--- src/rtl/sap_microsequencer.sv ---
// Variable-length microsequencer for the 8-bit SAP bus datapath.
// Optional single-step WAIT state is enabled by defining SEQ_STEP_EN.
module sap_microsequencer #(
    parameter int unsigned T_MAX  = 6,
    parameter logic [3:0]  OP_JMP = 4'b0011,
    parameter logic [3:0]  OP_JZ  = 4'b0100
) (
    input  logic             clk,
    input  logic             clr,
    input  logic [3:0]       op_code,
    input  logic             acc_zero,
    input  logic             step_mode,
    input  logic             step_req,
    output logic             inc,
    output logic             PE,
    output logic             pc_ld,
    output logic             LOW_MAR_LD,
    output logic             LOW_ROM_OE,
    output logic             LOW_IR_LD,
    output logic             LOW_IR_OUT,
    output logic             LOW_ACC_LD,
    output logic             ACC_OE,
    output logic             sub_add,
    output logic             subadd_out_en,
    output logic             LOW_B_LD,
    output logic             LOW_LD_OUT,
    output logic             LOW_HALT,
    output logic             instr_done,
    output logic [T_MAX-1:0] t_state
);

    localparam logic [3:0] OP_LDA = 4'b0000;
    localparam logic [3:0] OP_ADD = 4'b0001;
    localparam logic [3:0] OP_SUB = 4'b0010;
    localparam logic [3:0] OP_OUT = 4'b1110;
    localparam logic [3:0] OP_HLT = 4'b1111;

    // T-states occupy encodings 0..5 so the encoding doubles as the t_state bit index.
    typedef enum logic [2:0] {
        S_T1, S_T2, S_T3, S_T4, S_T5, S_T6, S_WAIT, S_HALT
    } state_t;

    state_t state, state_next;
    logic   last_step;

    logic is_lda, is_add, is_sub, is_out, is_jmp, is_jz, is_hlt, is_nop;

    assign is_lda = (op_code == OP_LDA);
    assign is_add = (op_code == OP_ADD);
    assign is_sub = (op_code == OP_SUB);
    assign is_out = (op_code == OP_OUT);
    assign is_jmp = (op_code == OP_JMP);
    assign is_jz  = (op_code == OP_JZ);
    assign is_hlt = (op_code == OP_HLT);
    assign is_nop = !(is_lda || is_add || is_sub || is_out || is_jmp || is_jz || is_hlt);

`ifdef SEQ_STEP_EN
    logic req_q;
    logic edge_q;

    always_ff @(posedge clk or posedge clr) begin
        if (clr) begin
            req_q  <= 1'b0;
            edge_q <= 1'b0;
        end else begin
            req_q  <= step_req;
            edge_q <= step_req && !req_q;
        end
    end
`else
    logic unused_step_inputs;
    assign unused_step_inputs = step_mode | step_req;
`endif

    always_ff @(posedge clk or posedge clr) begin
        if (clr) state <= S_T1;
        else     state <= state_next;
    end

    always_comb begin
        state_next = state;
        last_step  = 1'b0;
        case (state)
            S_T1: state_next = S_T2;
            S_T2: state_next = S_T3;
            S_T3: begin
                if (is_nop) last_step  = 1'b1;
                else        state_next = S_T4;
            end
            S_T4: begin
                if (is_lda || is_add || is_sub) state_next = S_T5;
                else if (is_hlt)                state_next = S_HALT;
                else                            last_step  = 1'b1;
            end
            S_T5: begin
                if (is_add || is_sub) state_next = S_T6;
                else                  last_step  = 1'b1;
            end
            S_T6: last_step = 1'b1;
`ifdef SEQ_STEP_EN
            S_WAIT: if (edge_q) state_next = S_T1;
`else
            S_WAIT: state_next = S_T1;
`endif
            S_HALT: state_next = S_HALT;
            default: state_next = S_T1;
        endcase
        if (last_step) begin
`ifdef SEQ_STEP_EN
            state_next = step_mode ? S_WAIT : S_T1;
`else
            state_next = S_T1;
`endif
        end
    end

    // Strobes are gated by clr so an asynchronous reset kills them in the same cycle.
    always_comb begin
        inc           = 1'b0;
        PE            = 1'b0;
        pc_ld         = 1'b0;
        LOW_MAR_LD    = 1'b1;
        LOW_ROM_OE    = 1'b1;
        LOW_IR_LD     = 1'b1;
        LOW_IR_OUT    = 1'b1;
        LOW_ACC_LD    = 1'b1;
        ACC_OE        = 1'b0;
        sub_add       = 1'b0;
        subadd_out_en = 1'b0;
        LOW_B_LD      = 1'b1;
        LOW_LD_OUT    = 1'b1;
        LOW_HALT      = 1'b1;
        instr_done    = 1'b0;
        t_state       = '0;
        for (int unsigned i = 0; i < T_MAX; i++)
            t_state[i] = (32'(state) == i);
        if (!clr) begin
            case (state)
                S_T1: begin
                    PE         = 1'b1;
                    LOW_MAR_LD = 1'b0;
                end
                S_T2: inc = 1'b1;
                S_T3: begin
                    LOW_ROM_OE = 1'b0;
                    LOW_IR_LD  = 1'b0;
                end
                S_T4: begin
                    if (is_lda || is_add || is_sub) begin
                        LOW_IR_OUT = 1'b0;
                        LOW_MAR_LD = 1'b0;
                    end else if (is_out) begin
                        ACC_OE     = 1'b1;
                        LOW_LD_OUT = 1'b0;
                    end else if (is_jmp || (is_jz && acc_zero)) begin
                        LOW_IR_OUT = 1'b0;
                        pc_ld      = 1'b1;
                    end else if (is_hlt) begin
                        LOW_HALT   = 1'b0;
                    end
                end
                S_T5: begin
                    if (is_lda) begin
                        LOW_ROM_OE = 1'b0;
                        LOW_ACC_LD = 1'b0;
                    end else if (is_add || is_sub) begin
                        LOW_ROM_OE = 1'b0;
                        LOW_B_LD   = 1'b0;
                        sub_add    = is_sub;
                    end
                end
                S_T6: begin
                    subadd_out_en = 1'b1;
                    LOW_ACC_LD    = 1'b0;
                    sub_add       = is_sub;
                end
                S_HALT: LOW_HALT = 1'b0;
                default: ;
            endcase
            instr_done = last_step || (state == S_T4 && is_hlt);
        end
    end

`ifndef SYNTHESIS
    bus_exclusive: assert property (@(posedge clk) disable iff (clr)
        $onehot0({PE, !LOW_ROM_OE, !LOW_IR_OUT, ACC_OE, subadd_out_en}));
`endif

endmodule

--- config.mk ---
export PLATFORM = sky130hd
export DESIGN_NAME = sap_microsequencer
export DESIGN_NICKNAME = d
export VERILOG_FILES = /design/src/rtl/sap_microsequencer.sv
export SDC_FILE = /design/constraint.sdc
export NUM_CORES = 1
export LEC_CHECK = 0
export CAP_MARGIN = 40
export CORE_MARGIN = 10
export CORE_UTILIZATION = 33
export CTS_CLUSTER_DIAMETER = 80
export DETAILED_ROUTE_END_ITERATION = 8
export PLACE_DENSITY_LB_ADDON = 0.05
export SLEW_MARGIN = 25
export SYNTH_ARGS = -nofsm -noshare
export SYNTH_HDL_FRONTEND = slang
export SYNTH_SLANG_ARGS = --single-unit
--- constraint.sdc ---
create_clock -name clk -period 1.5 [get_ports clk]
set_clock_uncertainty 0.2 [all_clocks]
set_input_delay 0.225 -clock clk [delete_from_list [all_inputs] [get_ports clk]]
set_output_delay 0.225 -clock clk [all_outputs]
set_load 0.01 [all_outputs]
; Word level (Yosys, flattened, before mapping)
; Index checks and enable logic that the tools add are counted.
[word_totals]
ff_bits = 3
in_bits = 9
output_inout_bits = 21
word_cells = 91
[op_classes]
n_eq_ne = 16
n_mux = 59
reduce_logical = 15
[op_table]
columns = op, count
row1 = $mux 1, 47
row2 = $pmux 3 s7, 1
row3 = $mux 3, 5
row4 = $eq 3x3->1 const B, 4
row5 = $pmux 1 s2, 5
row6 = $logic_or 1x1->1, 9
row7 = $eq 4x2->1 const B, 2
row8 = $eq 4x4->1 const B, 2
row9 = $reduce_bool 8->1, 1
row10 = $eq 3x2->1 const B, 2
row11 = $ne 3x1->1 const B, 2
row12 = $eq 4x1->1 const B, 1
row13 = $eq 4x3->1 const B, 1
row14 = $logic_not 4->1, 1
row15 = $ne 4x1->1 const B, 1
row16 = $pmux 1 s4, 1
row17 = $reduce_and 4->1, 1
row18 = $eq 3x1->1 const B, 1
row19 = $logic_not 3->1, 1
row20 = $logic_and 1x1->1, 2

; Longest topological paths before layout
[logic_depth]
depth_word = 11
ltp_mapped = 5
depth_no_buf = 4

; Worst setup path after synthesis
; OpenSTA, ideal clock, no wires.
[synth_path]
kind = reg-to-output
from = reg state[1]
to = out LOW_MAR_LD
arrival_ps = 1286
required_time_ps = 1075
path_slack_ps = -211
path_stages_with_launch = 4
path_buffers = 1
path_cell_list = dfrtp_1 buf_2 nor4_1 a21oi_1
[synth_between]
elab_chain_len = 3
word_cells_on_any_way = 4
classes_between = eq/ne (1) / mux (2) / reduce/logical (1)
[synth_lines]
columns = item, line
row1 = start: declaration, 43  ; state_t state, state_next;
row2 = start signal: assignment, 77  ; else state <= state_next;
row3 = $eq 3x2->1 / $logic_not 3->1 (equally long branches), 138  ; case (state)
row4 = $pmux 1 s2 (*), 138
row5 = $mux 1 (*), 137  ; if (!clr) begin
row6 = end: declaration, 17  ; output logic LOW_MAR_LD,
; Every way passes the cells marked *; elsewhere a longest branch is shown, timed or not.

; Worst setup path in the final report
[layout_path]
from = reg state[1]
to = out LOW_IR_OUT
[layout_between]
elab_chain_len = 3
[layout_lines]
columns = item, line
row1 = $eq 3x2->1, 138
row2 = $mux 1, 138
row3 = $mux 1, 137
row4 = end: declaration, 20  ; output logic LOW_IR_OUT,
; No other way between the ends.

==> reports/qor.txt <==
# port buffers -> 27
top post-synthesis cells by area -> dfrtp_1 (14%), nor3_1 (5.7%), nand2_1 (5.7%), nor2_1 (5.0%), nor2b_1 (4.8%)
synthesized area -> 527 um^2
sequential power share -> 11.0%
slowest CP cell -> dfrtp_2
setup TNS -> -7.15 ns
Largest regs -> state (3)
worst path required time -> 1.07 ns
worst slew pin tran -> 0.289 ns
IO Pins -> 30
Pint -> 0.954 mW
Synth-to-Final Area Change -> 142%
post-synth top area cell -> dfrtp_1
launch point of the worst reg-to-reg path -> state[0]
Max transition margin -> 80.7%
die width -> 60.0 um
Clk network pwr share -> 8.7%
detailed-router iteration count before antenna repair -> 4
count leader, synth -> nand2_1
clk sinks -> 3
post-DR wirelength/cell -> 15.9 um
RSZ-0062 raised after global routing -> yes
status -> finished, violations left
hold-fix buffer count after cts -> 0
crit path cell chain -> nand2_4, or3_4, a211o_1, buf_2
Setup crit start kind -> register
vias per cell -> 5.07
CP Launch Point -> state[1]
Reg2Reg Depth -> 5
CP Class -> reg2out
Setup WS post-layout -> -0.419 ns
root buffer cell -> clkbuf_4
Yosys cell types -> 34
clk_lat worst skew -> 0.24 ns
R2R Setup Slk -> -0.10 ns
Final Cell Area -> 0.00127 mm^2
n_diodes -> 0
Vias -> 842
CTS H-tree lvls -> 1
CP endpoint kind -> primary output
placed cell area -> 0.00102 mm^2
sequential area share after synthesis -> 14.3%
layout cells sized above 1 -> 67.3%
gr ovfl total -> 0
Top reg by flops -> state
TritonCTS Buffers -> 3
Setup violations, final -> 24
min Tclk post-route -> 1.92 ns
filler cell count -> 92
Post-synth EDFFs -> 0
hpwl dp -> 1.61 mm
top cell type's share of synthesized area -> 14.3%
GP Congestion -> 0.857
max incr delay on CP -> 0.43 ns
asr flop ratio synth -> 100%
1st-iter DRT viols -> 8
CTS max path bufs -> 2
max reg flops -> 3
Vert. Die Dim -> 60.0 um
Fmax achieved -> 0.521 GHz
core area -> 0.00151 mm^2
top cells by count, synth -> nand2_1 (8), nor2_1 (7), nor3_1 (6)
CTS tree -> yes
crit-path max FO -> 5
Arrival @ worst endpoint -> 1.49 ns
largest net degree at the start of global routing -> 8
Nets -> 160
Lkg Pwr -> 0.607 nW
reg2reg end -> state[0]
crit share post-route -> 128%
clock-pin transition on the worst setup and hold timing paths -> 0.03 ns
YS warnings -> 0
Primary FF master, synth -> dfrtp_1
pwr/cell area -> 1280 mW/mm^2
Fin. Hold Viols -> 0
initial core utilization -> 35.0%
Setup crit end -> LOW_IR_OUT
Max Cap Viol -> 0
Overall Global Routing Usage -> 12.7%
Net Sw Power -> 0.681 mW
Detail Route Antenna Nets -> 0
Final Slew Violations -> 0
drt total wl -> 2.64 mm
sw frac -> 41.7%
Syn Inst Count -> 77
Syn Nets -> 86
register bit total from synthesis -> 3
failing checks -> negative setup slack
Syn Area/Cell -> 6.84 um^2
combinational cell fraction of total power -> 80.3%
initial antenna violation count -> 0
first-pass GRT wire length -> 3.66 mm
Die ar. -> 0.00359 mm^2
Worst Hold Class -> in2reg
Worst VDD drop -> 1120 uV
row cnt -> 14
DRC Markers -> 0
number of global-route vias before repair -> 848
## repair_timing
action,in CTS,in global routing
setup endpoints to repair,24,24
setup buffers,12,10
hold endpoints to repair,0,0
pin swaps,14,8
gates cloned,0,0
resized for setup,102,37
## stage by stage
step | utilization [%] | setup slack (ns) | cells | hold WS [ns] | power [mW]
detailed placement | 67.8 | -0.964 | 144 | 0.530 | 1.12
global placement | 67.8 | -0.930 | 144 | 0.523 | 1.11
global route | 84.6 | -0.462 | 166 | 0.327 | 1.73
finish | 84.6 | -0.419 | 166 | 0.300 | 1.64
floorplan | - | -0.0729 | 77 | -0.181 | 0.620
CTS | 74.7 | -0.443 | 157 | 0.255 | 1.40
## kinds of logic (layout without fill, tap and decap cells)
family | count (synthesis) | after routing | synth area share [%]
compound gates | 17 | 17 | 24.2
xor+xnor | 2 | 2 | 3.33
buf+inv | 11 | 84 | 12.8
flops | 3 | 3 | 14.3
simple gates | 44 | 44 | 45.4
## power groups by stage
stage / combinational (mW) / clock, mW / sequential, mW
floorplan: 0.476 / 0 / 0.144
global placement: 0.938 / 0 / 0.167
detailed placement: 0.948 / 0 / 0.169
CTS: 1.07 / 0.151 / 0.176
global route: 1.40 / 0.151 / 0.182
finish: 1.31 / 0.142 / 0.180
## per-layer routing
metal | up-vias | routed length [um] | GRT usage [%] | share of wire (%)
li1 | 427 | - | - | -
met1 | 389 | 1000 | 13.2 | 38
met2 | 22 | 1480 | 22.9 | 56
met3 | 4 | 136 | 3.18 | 5.2
met4 | 0 | 27 | 5.77 | 1.0
met5 | - | 0 | 0 | 0
## cell usage in the layout, fill, tap and decap left out, types with 2 or more instances in the layout
cell | Yosys | layout
nor4_4 | 0 | 2
dfrtp_2 | 0 | 3
a211o_1 | 2 | 2
buf_12 | 0 | 2
buf_6 | 2 | 16
buf_2 | 3 | 17
clkbuf_4 | 0 | 3
and3_4 | 0 | 2
and2_1 | 2 | 2
clkbuf_2 | 0 | 3
nor2b_1 | 4 | 4
buf_4 | 2 | 35
inv_1 | 4 | 3
nor3_2 | 1 | 4
a21oi_1 | 3 | 2
nand2_1 | 8 | 7
nand3_1 | 4 | 4
nor3_4 | 0 | 3
nor2_2 | 0 | 2
nor2_1 | 7 | 5
o21ai_0 | 2 | 2
## layout make-up
cell class	instances	area, um^2	share of cell area (%)
multi-input combinational	63	510	40.0
sequential	3	78.8	6.18
timing repair buffer	76	612	48.0
inverter	4	27.5	2.16
tap	16	20.0	1.57
clock buffer	4	26.3	2.06
## worst min path at each step
stage | startpoint | end | slack [ns] | depth (start not counted)
after floorplan | clr | state[0] | -0.18 | 1
after global placement | state[1] | state[0] | 0.52 | 2
after detailed placement | state[1] | state[0] | 0.53 | 2
after CTS | clr | state[0] | 0.26 | 4
after global routing | op_code[1] | state[1] | 0.33 | 4
final | op_code[1] | state[1] | 0.30 | 4
## critical path, delay by kind of cell (launching register included)
kind | cells | cell delay (ns)
and+or+nand+nor | 2 | 0.46
AOI/OAI and AO/OA | 1 | 0.23
DFF | 1 | 0.43
buffers and inverters | 1 | 0.14
(Power assumes the default switching activity.)
